[config.mk]
export PLATFORM = sky130hd
export DESIGN_NAME = gf283_mul
export DESIGN_NICKNAME = d
export VERILOG_FILES = /design/src/rtl/sect283r1_pkg.sv /design/src/rtl/gf283_mul.sv
export SDC_FILE = /design/constraint.sdc
export NUM_CORES = 2
export LEC_CHECK = 0
export BUFFER_PORTS_ARGS = -buffer_cell sky130_fd_sc_hd__buf_2
export CAP_MARGIN = 15
export CORE_AREA = 2 2 336 338
export DETAILED_ROUTE_END_ITERATION = 8
export DIE_AREA = 0 0 338 340
export PLACE_DENSITY = 0.6
export SLEW_MARGIN = 20
export SYNTH_ARGS = -nofsm -noshare
export SYNTH_HDL_FRONTEND = slang
export SYNTH_SLANG_ARGS = --single-unit
export TNS_END_PERCENT = 30
[constraint.sdc]
create_clock -name clk -period 1.6 [get_ports clk]
set_input_delay 0.48 -clock clk [delete_from_list [all_inputs] [get_ports clk]]
set_output_delay 0.48 -clock clk [all_outputs]
set_load 0.03 [all_outputs]
[src/rtl/sect283r1_pkg.sv]
// Shared sect283r1 definitions: field/curve constants, element type, checker FSM states
// and the multiply-by-z step used by the digit-serial multiplier.
package sect283r1_pkg;

   localparam int M = 283;

   typedef logic [M-1:0] gf283_t;

   // Low taps of f(z) = z^283 + z^12 + z^7 + z^5 + 1
   localparam gf283_t POLY_LOW = 283'h10A1;

   localparam gf283_t CURVE_B =
      283'h27B680A_C8B8596D_A5A4AF8A_19A0303F_CA97FD76_45309FA2_A581485A_F6263E31_3B79A2F5;
   localparam gf283_t GX =
      283'h05F93925_8DB7DD90_E1934F8C_70B0DFEC_2EED25B8_557EAC9C_80E2E198_F8CDBECD_86B12053;
   localparam gf283_t GY =
      283'h03676854_FE24141C_B98FE6D4_B20D02B4_516FF702_350EDDB0_826779C8_13F0DF45_BE8112F4;

   typedef enum logic [2:0] {
      S_IDLE = 3'd0,
      S_MUL1 = 3'd1,
      S_MUL2 = 3'd2,
      S_MUL3 = 3'd3,
      S_CMP  = 3'd4,
      S_DONE = 3'd5
   } chk_state_t;

   function automatic gf283_t gf_xtime(input gf283_t v);
      return {v[M-2:0], 1'b0} ^ (v[M-1] ? POLY_LOW : '0);
   endfunction

endpackage

[src/rtl/gf283_mul.sv]
// Digit-serial MSB-first GF(2^283) multiplier: p = a*b mod f in ceil(283/D) cycles.
// The start edge performs the first digit step, done pulses once p is final.
module gf283_mul
   import sect283r1_pkg::*;
#(
   parameter int MulDigit = 1
) (
   input  logic   clk,
   input  logic   rst_n,
   input  logic   clr,
   input  logic   start,
   input  gf283_t a,
   input  gf283_t b,
   output logic   done,
   output gf283_t p
);

   localparam int NMUL = (M + MulDigit - 1) / MulDigit;
   localparam int PW   = NMUL * MulDigit;

   logic [PW-1:0] r_a;
   logic [PW-1:0] w_a_src;
   gf283_t        r_b;
   gf283_t        w_b_src;
   gf283_t        r_acc;
   gf283_t        w_acc;
   logic [8:0]    r_cnt;
   logic          r_busy;
   logic          r_done;

   // a is zero-extended at the top, so the padding digits are consumed first and are harmless
   always_comb begin
      w_a_src = start ? PW'(a) : r_a;
      w_b_src = start ? b : r_b;
      w_acc   = start ? '0 : r_acc;
      for (int j = MulDigit - 1; j >= 0; j--) begin
         w_acc = gf_xtime(w_acc) ^ (w_a_src[PW-MulDigit+j] ? w_b_src : '0);
      end
   end

   always_ff @(posedge clk or negedge rst_n) begin
      if (!rst_n) begin
         r_a    <= '0;
         r_b    <= '0;
         r_acc  <= '0;
         r_cnt  <= '0;
         r_busy <= 1'b0;
         r_done <= 1'b0;
      end else begin
         r_done <= 1'b0;
         if (clr) begin
            r_a    <= '0;
            r_b    <= '0;
            r_acc  <= '0;
            r_cnt  <= '0;
            r_busy <= 1'b0;
         end else if (start) begin
            r_a    <= w_a_src << MulDigit;
            r_b    <= b;
            r_acc  <= w_acc;
            r_cnt  <= 9'(NMUL - 1);
            r_busy <= 1'b1;
         end else if (r_busy) begin
            r_a   <= w_a_src << MulDigit;
            r_acc <= w_acc;
            r_cnt <= r_cnt - 9'd1;
            if (r_cnt == 9'd1) begin
               r_busy <= 1'b0;
               r_done <= 1'b1;
            end
         end
      end
   end

   assign done = r_done;
   assign p    = r_acc;

endmodule

Word-level counts from Yosys, hierarchy flattened
Cells that the tools add are included.
{"block": "word_totals", "regBits": 860, "inputBits": 570, "output_inout_bits": 284, "elab_cells": 34}
{"block": "op_classes", "addsub": 1, "eq_ne": 1, "muxes": 23, "bitwise_logic": 2, "n_reduce_logical": 1}
{"op": "283-bit 2-to-1 mux", "count": 11}
{"op": "283-bit by 13-bit bitwise XOR with 283-bit output", "count": 1}
{"op": "283-bit bitwise XOR", "count": 1}
{"op": "9-bit 2-to-1 mux", "count": 3}
{"op": "13-bit 2-to-1 mux", "count": 1}
{"op": "9-bit by 1-bit == test with 1-bit output (second input constant)", "count": 1}
{"op": "9-bit by 1-bit subtractor with 9-bit output (second input constant)", "count": 1}
{"op": "1-bit 2-to-1 mux", "count": 8}
{"op": "3-bit nonzero test", "count": 1}

Longest topological paths before layout
{"block": "depth", "ltp_word": 7, "depth_mapped": 7, "depth_no_buf": 5}

Least setup slack after synthesis
OpenSTA, ideal clock, no wires.
{"block": "synth_timing", "kind": "register to register", "startpoint": "register r_cnt[3]", "endpoint": "register r_busy", "setup_time_ps": 124, "arrival_time_ps": 1674, "t_required_ps": 1476, "slack_ps": -198, "stages_incl_launch_ff": 4, "n_path_buf": 0, "period_less_slack_ps": 1798, "cell_sequence": "dfrtp_1 -> or4_4 -> or4b_4 -> o31a_1"}
{"block": "synth_via", "elab_chain_len": 5}
{"item": "start: declaration", "line": "gf283_mul.sv:27", "text": "logic [8:0] r_cnt;"}
{"item": "start signal: assignment", "line": "gf283_mul.sv:61", "text": "r_cnt <= 9'(NMUL - 1);"}
{"item": "start signal: assignment", "line": "gf283_mul.sv:66", "text": "r_cnt <= r_cnt - 9'd1;"}
{"item": "9-bit by 1-bit == test with 1-bit output", "line": "gf283_mul.sv:67", "text": "if (r_cnt == 9'd1) begin"}
{"item": "1-bit 2-to-1 mux", "line": "gf283_mul.sv:67"}
{"item": "1-bit 2-to-1 mux", "line": "gf283_mul.sv:63", "text": "end else if (r_busy) begin"}
{"item": "1-bit 2-to-1 mux", "line": "gf283_mul.sv:57", "text": "end else if (start) begin"}
{"item": "1-bit 2-to-1 mux", "line": "gf283_mul.sv:51", "text": "if (clr) begin"}
{"item": "end signal: assignment", "line": "gf283_mul.sv:56", "text": "r_busy <= 1'b0;"}
{"item": "end signal: assignment", "line": "gf283_mul.sv:62", "text": "r_busy <= 1'b1;"}
{"item": "end signal: assignment", "line": "gf283_mul.sv:68", "text": "r_busy <= 1'b0;"}
{"item": "end: declaration", "line": "gf283_mul.sv:28", "text": "logic r_busy;"}
Every way passes these cells.
A chain may end at the register's enable or synchronous reset.

Worst setup path after layout
{"block": "layout_timing", "startpoint": "register r_acc[133], in the netlist p[133]", "endpoint": "output p[133]"}
{"item": "start: declaration", "line": "gf283_mul.sv:25", "text": "gf283_t r_acc;"}
{"item": "start signal: assignment", "line": "gf283_mul.sv:60", "text": "r_acc <= w_acc;"}
{"item": "start signal: assignment", "line": "gf283_mul.sv:65", "text": "r_acc <= w_acc;"}
{"item": "end: declaration", "line": "gf283_mul.sv:15", "text": "output gf283_t p"}
No word-level cell between the ends.

==> results.txt <==
----------------------------------------------------
[Run status]
  Status ... finished, violations left
  Violated checks ... negative setup slack

[Yosys]
  Number of flip-flops and latches in the synthesized netlist ... 859
  Syn_nets ... 5,277
  Total standard cell area after synthesis ... 44,630 µm²
  Sequential cell area fraction in the yosys report ... 0.4817
  Yosys cell types ... 33
  Gate count of the mapped netlist ... 4,705
  Synth Warn # ... 0
  Average footprint of a synthesized cell ... 9.485 µm²
  Async set-reset flop share out of synthesis ... 1.000
  Number of flops mapped to enable cells by yosys ... 0
  Top flip-flop cell by instance count after synthesis ... dfrtp_1

[Global route]
  Wire length of the first global-routing pass ... 236,300 µm
  Antenna violations before repair ... 41
  Global route overflow ... 0
  Number of global-route vias before repair ... 40,110
  All-layer global routing usage ... 0.2603
  Largest net degree at the start of global routing ... 117

[Setup path]
  Library cell appearing most often on the critical path ... buf_6
  Element type at the critical path start ... flip-flop
  Cells on worst reg2reg path ... 3
  End of the worst register-to-register path ... r_busy
  Startpoint of the lowest-slack register-to-register path ... r_cnt[3]
  Critical path peak fanout ... 4
  Startpoint of the most critical setup path ... p[133]
  Critical path capture point ... p[133]
  CP cell instances ... buf_6 > buf_6
  Crit. End Element ... output port
  Crit path kind ... flip-flop to output port
  Flop2flop setup slack ... -0.21 ns
  CP arrival ... 1.35 ns
  Slowest Stage Delay on Critical Path ... 0.37 ns
  Slowest CP cell ... dfrtp_1
  Endpoint required time on the critical path ... 1.12 ns

[Clocking]
  Clock tree from TritonCTS ... done
  Latest clock arrival within the worst-skew pair ... 0.69 ns
  Clk Tree Root Cell ... clkbuf_16
  Buffers from clock root to sink, at most ... 3
  Num CTS Buffers ... 100
  Clk pin slew, worst setup/hold paths ... 0.06 ns
  Maximum level of the CTS H-tree ... 3
  Clock Sinks ... 859

[Timing]
  Slew Limit Headroom ... 0.5325
  Post-route setup slack ... -0.2330 ns
  Final period demand of the worst path ... 1.833 ns
  Layout Skew ... 0.03241 ns
  Worst Hold Margin ... 0.04366 ns
  Max Fclk ... 545.5 MHz
  Portion of the clock cycle consumed by the worst path in the final layout ... 1.146
  Number of setup violations in the final report ... 500
  Unrepaired setup endpoints after global routing ... true
  Fin. max-slew vios ... 0
  Worst slew pin tran ... 0.7012 ns
  Number of hold-slack violations in the final timing report ... 0

[Floorplan]
  Floorplan core area ... 111,600 µm²
  Overall die area ... 114,900 µm²
  Io pins ... 854
  Placement row count ... 123
  Starting Density ... 0.4000
  Die width ... 338 µm
  Height of the die ... 340 µm

[Route]
  Final routed wire length divided by cell count ... 21.27 µm
  Total length of routed wires ... 159,800 µm
  Initial detailed-routing violation count ... 2,803
  Post-route antenna net violation count ... 0
  Drt pass-1 iters ... 5
  Via count ... 41,320
  Count of unresolved DRC violations after routing ... 0
  Via density ... 5.501

[Pwr]
  Peak supply drop ... 0.9180 mV
  Clock share of power ... 0.393
  Sequential share of power ... 0.408
  NetSw ... 0.01704 W
  Internal power consumption ... 0.04207 W
  Leakage power summed over all cells ... 30.11 nW
  Combinational power share ... 0.199
  Switching share of power ... 0.2883
  Ratio of total power to cell area ... 953.5 nW/µm²
  Overall Power ... 0.05912 W

[Placed design]
  Gpl congestion ... 0.8597
  DP Area ... 53,080 µm²
  Number of buffers added on ports ... 853
  Post-DP HPWL ... 107,300 µm

[Cells and area]
  Area grow syn2layout ... 38.93%
  Fin util ... 0.5557
  Filler Cells Inserted ... 9,763
  Final std cell area, no fill ... 62,000 µm²
  Ratio of cells with drive above 1 in the final layout ... 0.3299
  Number of nets in the layout ... 6,475

[Min path]
  Class of the tightest hold or removal check ... input pin to flip-flop

[Job]
  Max-cap violation count ... 0

----------------------------------------------------
[how the worst min path moves through the flow]
stage / startpoint / to / cells past startpoint
6_report: a[99] / r_a[100] / 3
3_3_place_gp: rst_n / r_a[224] / 1
3_5_place_dp: rst_n / r_a[224] / 1
5_1_grt: a[237] / r_a[238] / 3
4_1_cts: a[257] / r_a[258] / 3
2_1_floorplan: rst_n / done / 0
[cell usage in the layout (no fill, tap or decap), types with 245 or more instances in the layout]
master | netlist | layout
o31ai_1 | 282 | 245
mux2i_1 | 283 | 283
and3b_1 | 280 | 280
buf_4 | 0 | 398
nor2_1 | 285 | 285
buf_2 | 56 | 565
dfrtp_1 | 859 | 824
nor3_1 | 281 | 274
a21oi_1 | 569 | 566
buf_6 | 0 | 298
nand2_1 | 848 | 830
mux2_2 | 281 | 281
[final cells by class]
class | instances | area [µm²] | share of cell area
timing repair buffer | 1508 | 13350 | 0.2154
clock buffer | 161 | 3055 | 0.04928
inverter | 4 | 22.52 | 0.0003633
clock inverter | 24 | 247.7 | 0.003996
multi-input combinational | 3430 | 21840 | 0.3522
antenna | 25 | 62.56 | 0.001009
tap | 1500 | 1877 | 0.03027
sequential | 859 | 21540 | 0.3475
[cell families (layout without fill, tap and decap cells)]
logic type / count (synthesis) / count (layout) / share of synthesized area
muxes: 564 / 564 / 0.1344
xor gates and xnor gates: 8 / 8 / 0.001570
buffers and inverters: 416 / 1697 / 0.03656
adders and majority gates: 2 / 2 / 0.0005607
and+or+nand+nor: 1711 / 1711 / 0.1850
other: 0 / 25 / 0
AOI/OAI and AO/OA: 1145 / 1145 / 0.1603
DFF: 859 / 859 / 0.4817
[metrics by stage]
| step | std cells | worst slack (ns) | TNS [ns] |
|---|---|---|---|
| floorplan | 4705 | -0.1914 | -38.98 |
| global placement | 6933 | -0.1863 | -16.84 |
| detailed placement | 6933 | -0.1770 | -24.24 |
| CTS | 7349 | -0.2937 | -58.58 |
| global route | 7506 | -0.2851 | -90.15 |
| finish | 7511 | -0.2330 | -48.38 |
[synth_stat cells (all sizes together), types with 5 or more instances]
library cell | number | area (µm²)
dfrtp | 859 | 21500
nand2 | 848 | 3183
a21oi | 569 | 2848
clkbuf | 342 | 1284
nor2 | 285 | 1070
mux2i | 283 | 2833
o31ai | 282 | 2117
mux2 | 281 | 3164
nor3 | 281 | 1406
a21boi | 280 | 2102
and3b | 280 | 2452
buf | 70 | 332.8
xnor2 | 7 | 61.31
a31oi | 5 | 31.28
[per-layer routing]
layer | vias up | routed length (µm) | track usage
li1 | 19000 | - | -
met1 | 20600 | 65060 | 0.3313
met2 | 1335 | 77030 | 0.4263
met3 | 362 | 10030 | 0.04979
met4 | 28 | 7493 | 0.1217
met5 | - | 178 | 0
[state kept, by name, indices dropped and copies added, names as in the netlist]
| register | count |
|---|---|
| r_busy | 1 |
| r_cnt | 9 |
| r_a | 282 |
| p | 283 |
| done | 1 |
| r_b | 283 |
[critical path: cells and delay by family (launching register included)]
| family | cells | cell delay (ns) |
|---|---|---|
| flip-flops | 1 | 0.37 |
| buffers and inverters | 2 | 0.29 |
[power by group through the flow]
stage,clock [W],combinational (W),sequential (W)
after floorplan,0,0.00453,0.0251
after global routing,0.0245,0.0126,0.0242
after global placement,0,0.00964,0.0244
final,0.0232,0.0118,0.0241
after detailed placement,0,0.00976,0.0245
after CTS,0.0237,0.0111,0.0241
[what timing repair did]
| action | 4_1_cts | 5_1_grt |
|---|---|---|
| hold buffers | 83 | 0 |
| cloned | 0 | 17 |
| gates resized for setup | 595 | 161 |
| endpoints found under the hold margin | 226 | 0 |
| setup endpoints to repair | 563 | 788 |
| buffers inserted | 148 | 120 |
| pin swaps | 2 | 21 |
Power figures use the tool's default switching activity.
